$ cat src/rtl/kanagawa_hal_fifo_rd_ctrl.sv
// kanagawa_hal_fifo_rd_ctrl
// Read-side controller of an asynchronous FIFO. It takes the already
// synchronized Gray write pointer, derives occupancy against a local binary
// read pointer, drives the RAM read port and presents a one-word output
// register with valid/ready handshake. The Gray read pointer is exported for
// the write-domain synchronizer. A sticky error flag reports pointer
// corruption (multi-bit Gray jumps or impossible occupancy).

module kanagawa_hal_fifo_rd_ctrl #(
    parameter int ADDR_WIDTH = 5,
    parameter int WIDTH      = 32
) (
    input  logic                  clk,
    input  logic                  rst_n,
    input  logic [ADDR_WIDTH:0]   wr_ptr_gray_sync,
    output logic [ADDR_WIDTH:0]   rd_ptr_gray,
    output logic                  mem_rd_en,
    output logic [ADDR_WIDTH-1:0] mem_rd_addr,
    input  logic [WIDTH-1:0]      mem_rd_data,
    output logic [WIDTH-1:0]      dout,
    output logic                  dout_valid,
    input  logic                  dout_ready,
    output logic [ADDR_WIDTH:0]   occupancy,
    output logic                  empty,
    output logic                  ptr_err
);

    // Pointers carry one extra wrap bit so full and empty are distinguishable.
    localparam int PW = ADDR_WIDTH + 1;

    localparam logic [PW-1:0] ONE   = {{ADDR_WIDTH{1'b0}}, 1'b1};
    localparam logic [PW-1:0] DEPTH = {1'b1, {ADDR_WIDTH{1'b0}}};

    // Standard Gray-to-binary: each binary bit is the XOR of all Gray bits
    // at or above it.
    function automatic logic [PW-1:0] gray_to_bin(input logic [PW-1:0] g);
        logic [PW-1:0] b;
        b[PW-1] = g[PW-1];
        for (int i = PW - 2; i >= 0; i--) begin
            b[i] = b[i+1] ^ g[i];
        end
        return b;
    endfunction

    logic [PW-1:0] wr_bin_conv;
    logic [PW-1:0] wr_bin_q;
    logic [PW-1:0] wr_gray_prev;
    logic [PW-1:0] rd_bin;
    logic [PW-1:0] rd_bin_next;
    logic [PW-1:0] ptr_diff;
    logic          gray_multi_bit;
    logic          occ_overflow;
    logic          dout_valid_next;

    // Decode the incoming write pointer and detect Gray codes that moved by
    // more than one bit since last cycle, which a healthy synchronizer never
    // produces.
    always_comb begin
        wr_bin_conv    = gray_to_bin(wr_ptr_gray_sync);
        ptr_diff       = wr_ptr_gray_sync ^ wr_gray_prev;
        gray_multi_bit = (ptr_diff & (ptr_diff - ONE)) != '0;
    end

    // Occupancy is a plain modular difference, so the pointer wrap needs no
    // special handling; anything above the RAM depth means corrupted pointers.
    always_comb begin
        occupancy    = wr_bin_q - rd_bin;
        empty        = (occupancy == '0);
        occ_overflow = (occupancy > DEPTH);
    end

    // Read the RAM whenever a word is available and the output register is
    // either free or being drained this same cycle.
    always_comb begin
        mem_rd_en       = !empty && (!dout_valid || dout_ready);
        mem_rd_addr     = rd_bin[ADDR_WIDTH-1:0];
        rd_bin_next     = mem_rd_en ? (rd_bin + ONE) : rd_bin;
        dout_valid_next = dout_valid;
        if (mem_rd_en) begin
            dout_valid_next = 1'b1;
        end else if (dout_ready) begin
            dout_valid_next = 1'b0;
        end
    end

    // The RAM holds its output while mem_rd_en is low, so the output word
    // needs no local register of its own.
    always_comb begin
        dout = mem_rd_data;
    end

    // Pointer state and output-valid register; the Gray read pointer is
    // computed from the next binary value so it is itself a clean register.
    always_ff @(posedge clk or negedge rst_n) begin
        if (!rst_n) begin
            wr_bin_q     <= '0;
            wr_gray_prev <= '0;
            rd_bin       <= '0;
            rd_ptr_gray  <= '0;
            dout_valid   <= 1'b0;
        end else begin
            wr_bin_q     <= wr_bin_conv;
            wr_gray_prev <= wr_ptr_gray_sync;
            rd_bin       <= rd_bin_next;
            rd_ptr_gray  <= (rd_bin_next >> 1) ^ rd_bin_next;
            dout_valid   <= dout_valid_next;
        end
    end

    // Sticky pointer error; observational only, it never gates the datapath.
    always_ff @(posedge clk or negedge rst_n) begin
        if (!rst_n) begin
            ptr_err <= 1'b0;
        end else if (gray_multi_bit || occ_overflow) begin
            ptr_err <= 1'b1;
        end
    end

endmodule

$ cat config.mk
export PLATFORM = sky130hd
export DESIGN_NAME = kanagawa_hal_fifo_rd_ctrl
export DESIGN_NICKNAME = d
export VERILOG_FILES = /design/src/rtl/kanagawa_hal_fifo_rd_ctrl.sv
export SDC_FILE = /design/constraint.sdc
export NUM_CORES = 1
export LEC_CHECK = 0
export ABC_CLOCK_PERIOD_IN_PS = 3900
export CORE_UTILIZATION = 38
export DETAILED_ROUTE_END_ITERATION = 10
export GPL_ROUTABILITY_DRIVEN = 0
export PLACE_DENSITY = 0.8
export REMOVE_ABC_BUFFERS = 1
export SLEW_MARGIN = 20
export SYNTH_ARGS = -nofsm -noshare
export SYNTH_HDL_FRONTEND = slang
export SYNTH_SLANG_ARGS = --single-unit
$ cat constraint.sdc
create_clock -name clk -period 3.9 [get_ports clk]
set_input_delay 0.78 -clock clk [delete_from_list [all_inputs] [get_ports clk]]
set_output_delay 0.78 -clock clk [all_outputs]
set_load 0.005 [all_outputs]
==> flow_summary_export.csv, run 1 <==
group,metric,value,unit
pwr,ir_drop,0.000292,V
logic_synthesis,post_synth.cell_area_avg,9.62,um2
placed_design,dp.cells,213,
clock_tree,numCtsBuffers,3,
critical_path,worst_setup_path_start_kind,"flop",
finish,layout_commonest_cell,"clkdlybuf4s50_1",
logic_synthesis,yosysWarnings,0,
routing,routedWlPerCell,17.2,um
clock_tree,cts_sinks,24,
clock_tree,clk_latency,260,ps
routing,drt_iter0_markers,93,
timing,slew_headroom,66.2,%
logic_synthesis,synth-xor-area-share,12.4,%
pwr,p_per_area,834,nW/um2
clock_tree,clk_pin_slew,80,ps
finish,layoutNonFillerInstCount,220,
floorplanning,core_area,4060,um2
timing,setup_viol,0,
routing,via_count,1145,
floorplanning,dieArea,4540,um2
timing,finClkSkew,1.95,ps
timing,final.period_utilization,95.1,%
logic_synthesis,synthCells,169,
timing,timing.fmax,0.270,GHz
logic_synthesis,synth-compound-area-share,10.7,%
logic_synthesis,ys_seq_elements,24,
grt,grt_pass1_vias,1139,
job,maxCapViolCount,0,
finish,drive_gt1_share,8.82,%
pwr,clkPwrFrac,11.1,%
routing,ant_nets,0,
worst_hold_path,timing.hold.worst.class,"in -> async",
timing,tns,0,ps
grt,grt_use_total,18.7,%
floorplanning,die_y,67.4,um
critical_path,cp-end-kind,"output pin",
floorplanning,rows,23,
critical_path,reg2regPathDepth,9,
pwr,p_seq_share,24.7,%
finish,n_antenna_cell,0,
routing,avgViaCountPerCell,5.20,
pwr,p_sw_share,37.8,%
timing,hold_viol_final,0,
finish,layout.nets,219,
critical_path,arrival,2930,ps
placed_design,dp_worst_setup_slack,355,ps
grt,overflow,0,
floorplanning,ioPinCount,94,
placed_design,dpl.hpwl,2950,um
routing,wirelength,3790,um
critical_path,path_class,"reg -> out",
clock_tree,cts_tree,"done",
logic_synthesis,yosysSeqAreaShare,37.0,%
grt,grt_start_max_net_pins,25,
critical_path,cp.required,3120,ps
run_status,status,"finished clean",
pwr,combPwrFrac,64.2,%
logic_synthesis,synthAdderAreaFrac,6.47,%
routing,drc,0,
timing,rsz0062_at_grt,"false",
timing,layout_setup_ws,190,ps
logic_synthesis,synthesis.area,1630,um2
logic_synthesis,synth-simple-area-share,12.2,%
routing,drt-pass1-iter-count,4,
timing,min_period,3710,ps
finish,mostFrequentLayoutCells,"28 x clkdlybuf4s50_1, 23 x dfrtp_1, 14 x xnor2_1",
pwr,p_switching,0.571,mW
pwr,intPower,0.940,mW
clock_tree,root_buffer,"clkbuf_8",
clock_tree,cts_buffer_depth,2,
finish,fillers,402,
finish,final_util,44.7,%
grt,grt_pass1_wl,6030,um
logic_synthesis,yosys-mux-area-fraction,1.85,%
clock_tree,cts_hold_buf,0,
floorplanning,start_util,40.1,%
timing,report.final.slew_viol_count,0,
floorplanning,die_w,67.4,um
grt,antenna_found_initial,0,
finish,area_delta_synth_final,11.5,%
logic_synthesis,synth_top_family_by_area,"buffers and inverters",
pwr,leakagePower,0.787,nW
placed_design,io_buffers,29,
timing,tightest_slew,507,ps
critical_path,path_max_fanout,8,
clock_tree,cts-htree-levels,1,
logic_synthesis,ys_types,42,
timing repair:
| item | 4_1_cts | 5_1_grt |
|---|---|---|
| endpoints found under the hold margin | 0 | 0 |
| resized for setup | 0 | 3 |
| buffers inserted | 0 | 3 |
| setup endpoints to repair | 0 | 1 |
final timing paths:
check | to | startpoint | slack [ps]
max in group asynchronous | rd_bin[0]$_DFF_PN0_ | rst_n | 3050
setup / recovery | empty | rd_bin[4]$_DFF_PN0_ | 190
hold / removal | rd_bin[4]$_DFF_PN0_ | rst_n | 470
min in group clk | ptr_err$_DFFE_PN0P_ | ptr_err$_DFFE_PN0P_ | 520
hold reg to reg | ptr_err$_DFFE_PN0P_ | ptr_err$_DFFE_PN0P_ | 520
setup reg to reg | rd_ptr_gray[4]$_DFF_PN0_ | rd_bin[4]$_DFF_PN0_ | 1000
cell usage after synthesis, drive strengths merged:
cell type | n | share of area [%]
a211o | 1 | 0.54
a21o | 1 | 0.46
a21oi | 4 | 1.2
a221o | 1 | 0.62
a311o | 2 | 1.2
a31o | 2 | 1.1
a31oi | 1 | 0.39
a41o | 1 | 0.62
and2 | 3 | 1.2
and3 | 1 | 0.39
buf | 34 | 16
clkbuf | 4 | 0.92
dfrtp | 24 | 37
fa | 1 | 1.2
ha | 6 | 4.6
inv | 12 | 2.8
maj3 | 1 | 0.62
mux2i | 3 | 1.8
nand2 | 8 | 1.8
nand2b | 2 | 0.77
nand3 | 4 | 1.2
nand4 | 4 | 1.5
nor2 | 6 | 1.4
nor2b | 3 | 1.2
nor3 | 1 | 0.31
nor4 | 1 | 0.39
o211ai | 1 | 0.46
o21a | 1 | 0.46
o21ai | 3 | 0.92
o221a | 1 | 0.69
o22ai | 2 | 0.77
o32ai | 1 | 0.54
o41a | 1 | 0.69
or2 | 2 | 0.77
or3 | 2 | 0.77
or4 | 1 | 0.46
xnor2 | 14 | 7.5
xor2 | 9 | 4.9
flip-flops by register name, indices dropped and copies added, names as in the netlist:
name,flops
wr_bin_q,6
dout_valid,1
rd_ptr_gray,5
ptr_err,1
wr_gray_prev,5
rd_bin,6
logic make-up (layout without fill, tap and decap cells):
logic type / Yosys count / after routing
AO/OA/AOI/OAI: 23 / 23
XOR/XNOR: 23 / 23
adder cells (fa/ha/maj): 8 / 8
buffers and inverters: 50 / 51
flip-flops: 24 / 24
multiplexers: 3 / 3
AND/OR/NAND/NOR: 38 / 38
through the flow:
step	hold WS, ps	power [mW]	area [um2]
2_1_floorplan	483	0.903	1350
3_3_place_gp	505	1.30	1730
3_5_place_dp	496	1.31	1730
4_1_cts	527	1.49	1780
5_1_grt	521	1.66	1810
6_report	473	1.51	1810
worst max-delay path, stage by stage (launching register included):
cell             delay, ps
dfrtp_1                500
inv_1                  130
ha_1                   370
and2_1                 160
o21a_1                 170
a31o_1                 220
or4_4                  550
inv_1                   80
clkdlybuf4s50_1        490
per-layer routing:
metal | GRT usage [%] | wire, um
met1 | 23.9 | 1680
met2 | 24.6 | 1530
met3 | 14.5 | 544
met4 | 1.86 | 1
met5 | 7.50 | 28
power groups by stage:
stage                     logic [mW]  clock network (mW)  registers [mW]
after floorplan                0.498                   0           0.405
after global placement         0.917                   0           0.380
after detailed placement       0.927                   0           0.386
after CTS                      0.932               0.172           0.381
after global routing            1.09               0.184           0.385
final                          0.970               0.168           0.374
cell type report:
class / instances / area, um2 / share of cell area (%)
flip-flops and latches: 24 / 602 / 33.2
repair buffers: 35 / 330 / 18.2
inverters: 12 / 45.0 / 2.48
clock buffers: 4 / 55.1 / 3.04
multi-input cells: 95 / 718 / 39.6
well taps: 50 / 62.6 / 3.45
No activity file was read; power rests on OpenSTA's default activity.
==> run 2: changes to the inputs <==
SLEW_MARGIN = not set   (was 20)
==> run 2 against run 1 <==
Effect of this change: final cell count stayed put; fmax hardly changed; combinational power hardly changed; total power hardly changed; global-route usage stayed put; clock skew stayed put; sequential cell count stayed put; wire length is 0.18% higher; largest power group unchanged; sequential power hardly changed; die area stayed put.
==> flow_summary_export.csv, run 2 (synthesis results as in run 1) <==
group,metric,value,unit
clock_tree,numCtsBuffers,3,
finish,mostFrequentLayoutCells,"29 x clkdlybuf4s50_1, 23 x dfrtp_1, 14 x xnor2_1",
placed_design,io_buffers,29,
routing,met3_length,544,um
floorplanning,die_y,67.4,um
critical_path,path_max_fanout,8,
timing,hold_viol_final,0,
floorplanning,start_util,40.1,%
critical_path,cp.required,3120,ps
clock_tree,cts_sinks,24,
critical_path,path_class,"reg -> out",
critical_path,arrival,2930,ps
critical_path,reg2regPathDepth,9,
floorplanning,core_area,4060,um2
run_status,status,"finished clean",
finish,layout.nets,219,
floorplanning,dieArea,4540,um2
routing,drc,0,
critical_path,cp_top_family,"simple AND/OR/NAND/NOR gates",
finish,drive_gt1_share,8.24,%
routing,via_count,1147,
critical_path,path_cells,"inv_1 > ha_1 > and2_1 > o21a_1 > a31o_1 > or4_4 > inv_1 > clkdlybuf4s50_1",
timing,tightest_slew,1020,ps
critical_path,worstPathBufferInverterCount,3,
pwr,leakagePower,0.787,nW
grt,grt_pass1_vias,1139,
timing,rsz0062_at_grt,"false",
pwr,p_seq_share,24.7,%
placed_design,dpl.hpwl,2950,um
finish,multi_input_area,718,um2
critical_path,r2r_setup_slack,1000,ps
floorplanning,die_w,67.4,um
routing,avgViaCountPerCell,5.21,
timing,timing.fmax,0.270,GHz
pwr,intPower,0.940,mW
routing,wl_met2,1530,um
pwr,p_sw_share,37.8,%
clock_tree,cts-htree-levels,1,
critical_path,cp-end-kind,"output pin",
routing,routedWlPerCell,17.3,um
finish,area_delta_synth_final,11.9,%
routing,drt-pass1-iter-count,4,
worst_hold_path,hold_start,"ptr_err$_DFFE_PN0P_",
routing,drt_iter0_markers,93,
timing,slew_headroom,32.0,%
finish,fillers,401,
routing,wirelength,3800,um
clock_tree,cts_tree,"done",
clock_tree,clk_pin_slew,80,ps
finish,layout_commonest_cell,"clkdlybuf4s50_1",
clock_tree,clk_latency,260,ps
timing,report.final.slew_viol_count,0,
routing,drt-met1-wl,1690,um
grt,grt_use_total,18.7,%
critical_path,reg2reg_from,"rd_bin[4]$_DFF_PN0_",
critical_path,slowest_delay,550,ps
timing,tns,0,ps
timing,worst_hold_slack,521,ps
worst_hold_path,whs_path_depth,2,
critical_path,cpMostUsedCell,"inv_1",
finish,reg.largest.list,"rd_bin x6, wr_bin_q x6",
grt,overflow,0,
grt,antenna_found_initial,0,
floorplanning,ioPinCount,94,
timing,final.period_utilization,95.1,%
floorplanning,rows,23,
timing,setup_viol,0,
timing,finClkSkew,1.95,ps
routing,highest_layer,"met5",
job,maxCapViolCount,0,
finish,n_antenna_cell,0,
pwr,combPwrFrac,64.2,%
clock_tree,cts_buffer_depth,2,
critical_path,reg2reg_to,"rd_ptr_gray[4]$_DFF_PN0_",
grt,grt_start_max_net_pins,25,
pwr,p_switching,0.571,mW
clock_tree,root_buffer,"clkbuf_8",
critical_path,worst_setup_path_start_kind,"flop",
pwr,clkPwrFrac,11.1,%
worst_hold_path,hold_path_end,"ptr_err$_DFFE_PN0P_",
timing,min_period,3710,ps
worst_hold_path,timing.hold.worst.class,"reg -> reg",
routing,ant_nets,0,
critical_path,slowest_stage,"or4_4",
pwr,ir_drop,0.000292,V
pwr,p_per_area,832,nW/um2
finish,seqCellArea,602,um2
grt,grt_pass1_wl,6030,um
## run 2: changes by cell type in the layout (fill, tap and decap cells not counted)
| cell | before | now |
|---|---|---|
| buf_2 | 1 | 0 |
| clkdlybuf4s50_1 | 28 | 29 |
## run 2: power groups by stage
stage | clock, mW | combinational, mW | sequential [mW]
after global routing | 0.184 | 1.09 | 0.385
final | 0.168 | 0.970 | 0.374
after CTS | 0.172 | 0.932 | 0.381
after floorplan | 0 | 0.498 | 0.405
after global placement | 0 | 0.917 | 0.380
after detailed placement | 0 | 0.927 | 0.386
## run 2: worst min-delay path, stage by stage (launching register included)
cell and delay [ps]:
dfrtp_1 370, nor2_1 50, nand3_1 70
## run 2: routing by layer
| layer | vias to the layer above | track usage (%) |
|---|---|---|
| met4 | 2 | 1.86 |
| met3 | 2 | 14.5 |
| met5 | - | 7.50 |
| met2 | 70 | 24.6 |
| li1 | 540 | - |
| met1 | 533 | 23.9 |
## run 2: area by class of cell
class                      instances  area share, %
clock buffer                       4           3.03
inverter                          12           2.48
timing repair buffer              35           18.4
sequential                        24           33.1
multi-input combinational         95           39.5
tap                               50           3.44
## run 2: worst max path at each step
stage	from	cells past startpoint	to
2_1_floorplan	rd_bin[2]$_DFF_PN0_	7	empty
3_3_place_gp	rd_bin[0]$_DFF_PN0_	8	empty
3_5_place_dp	rd_bin[0]$_DFF_PN0_	8	empty
4_1_cts	rd_bin[0]$_DFF_PN0_	8	empty
5_1_grt	rd_bin[0]$_DFF_PN0_	8	empty
6_report	rd_bin[4]$_DFF_PN0_	8	empty
## run 2: per-stage QoR
step / power, mW / area [um2] / setup WS [ps] / cells / util [%]
3_3_place_gp: 1.30 / 1730 / 424 / 213 / 42.6
6_report: 1.51 / 1820 / 190 / 220 / 44.8
5_1_grt: 1.66 / 1820 / 19.6 / 220 / 44.8
2_1_floorplan: 0.903 / 1350 / 926 / 131 / -
3_5_place_dp: 1.31 / 1730 / 355 / 213 / 42.6
4_1_cts: 1.49 / 1780 / 59.7 / 217 / 44.0
## run 2: timing repair
item                                    4_1_cts  5_1_grt
endpoints found under the setup margin        0        1
hold endpoints to repair                      0        0
resized for setup                             0        3
buffers inserted                              0        3
hold buffers                                  0        0
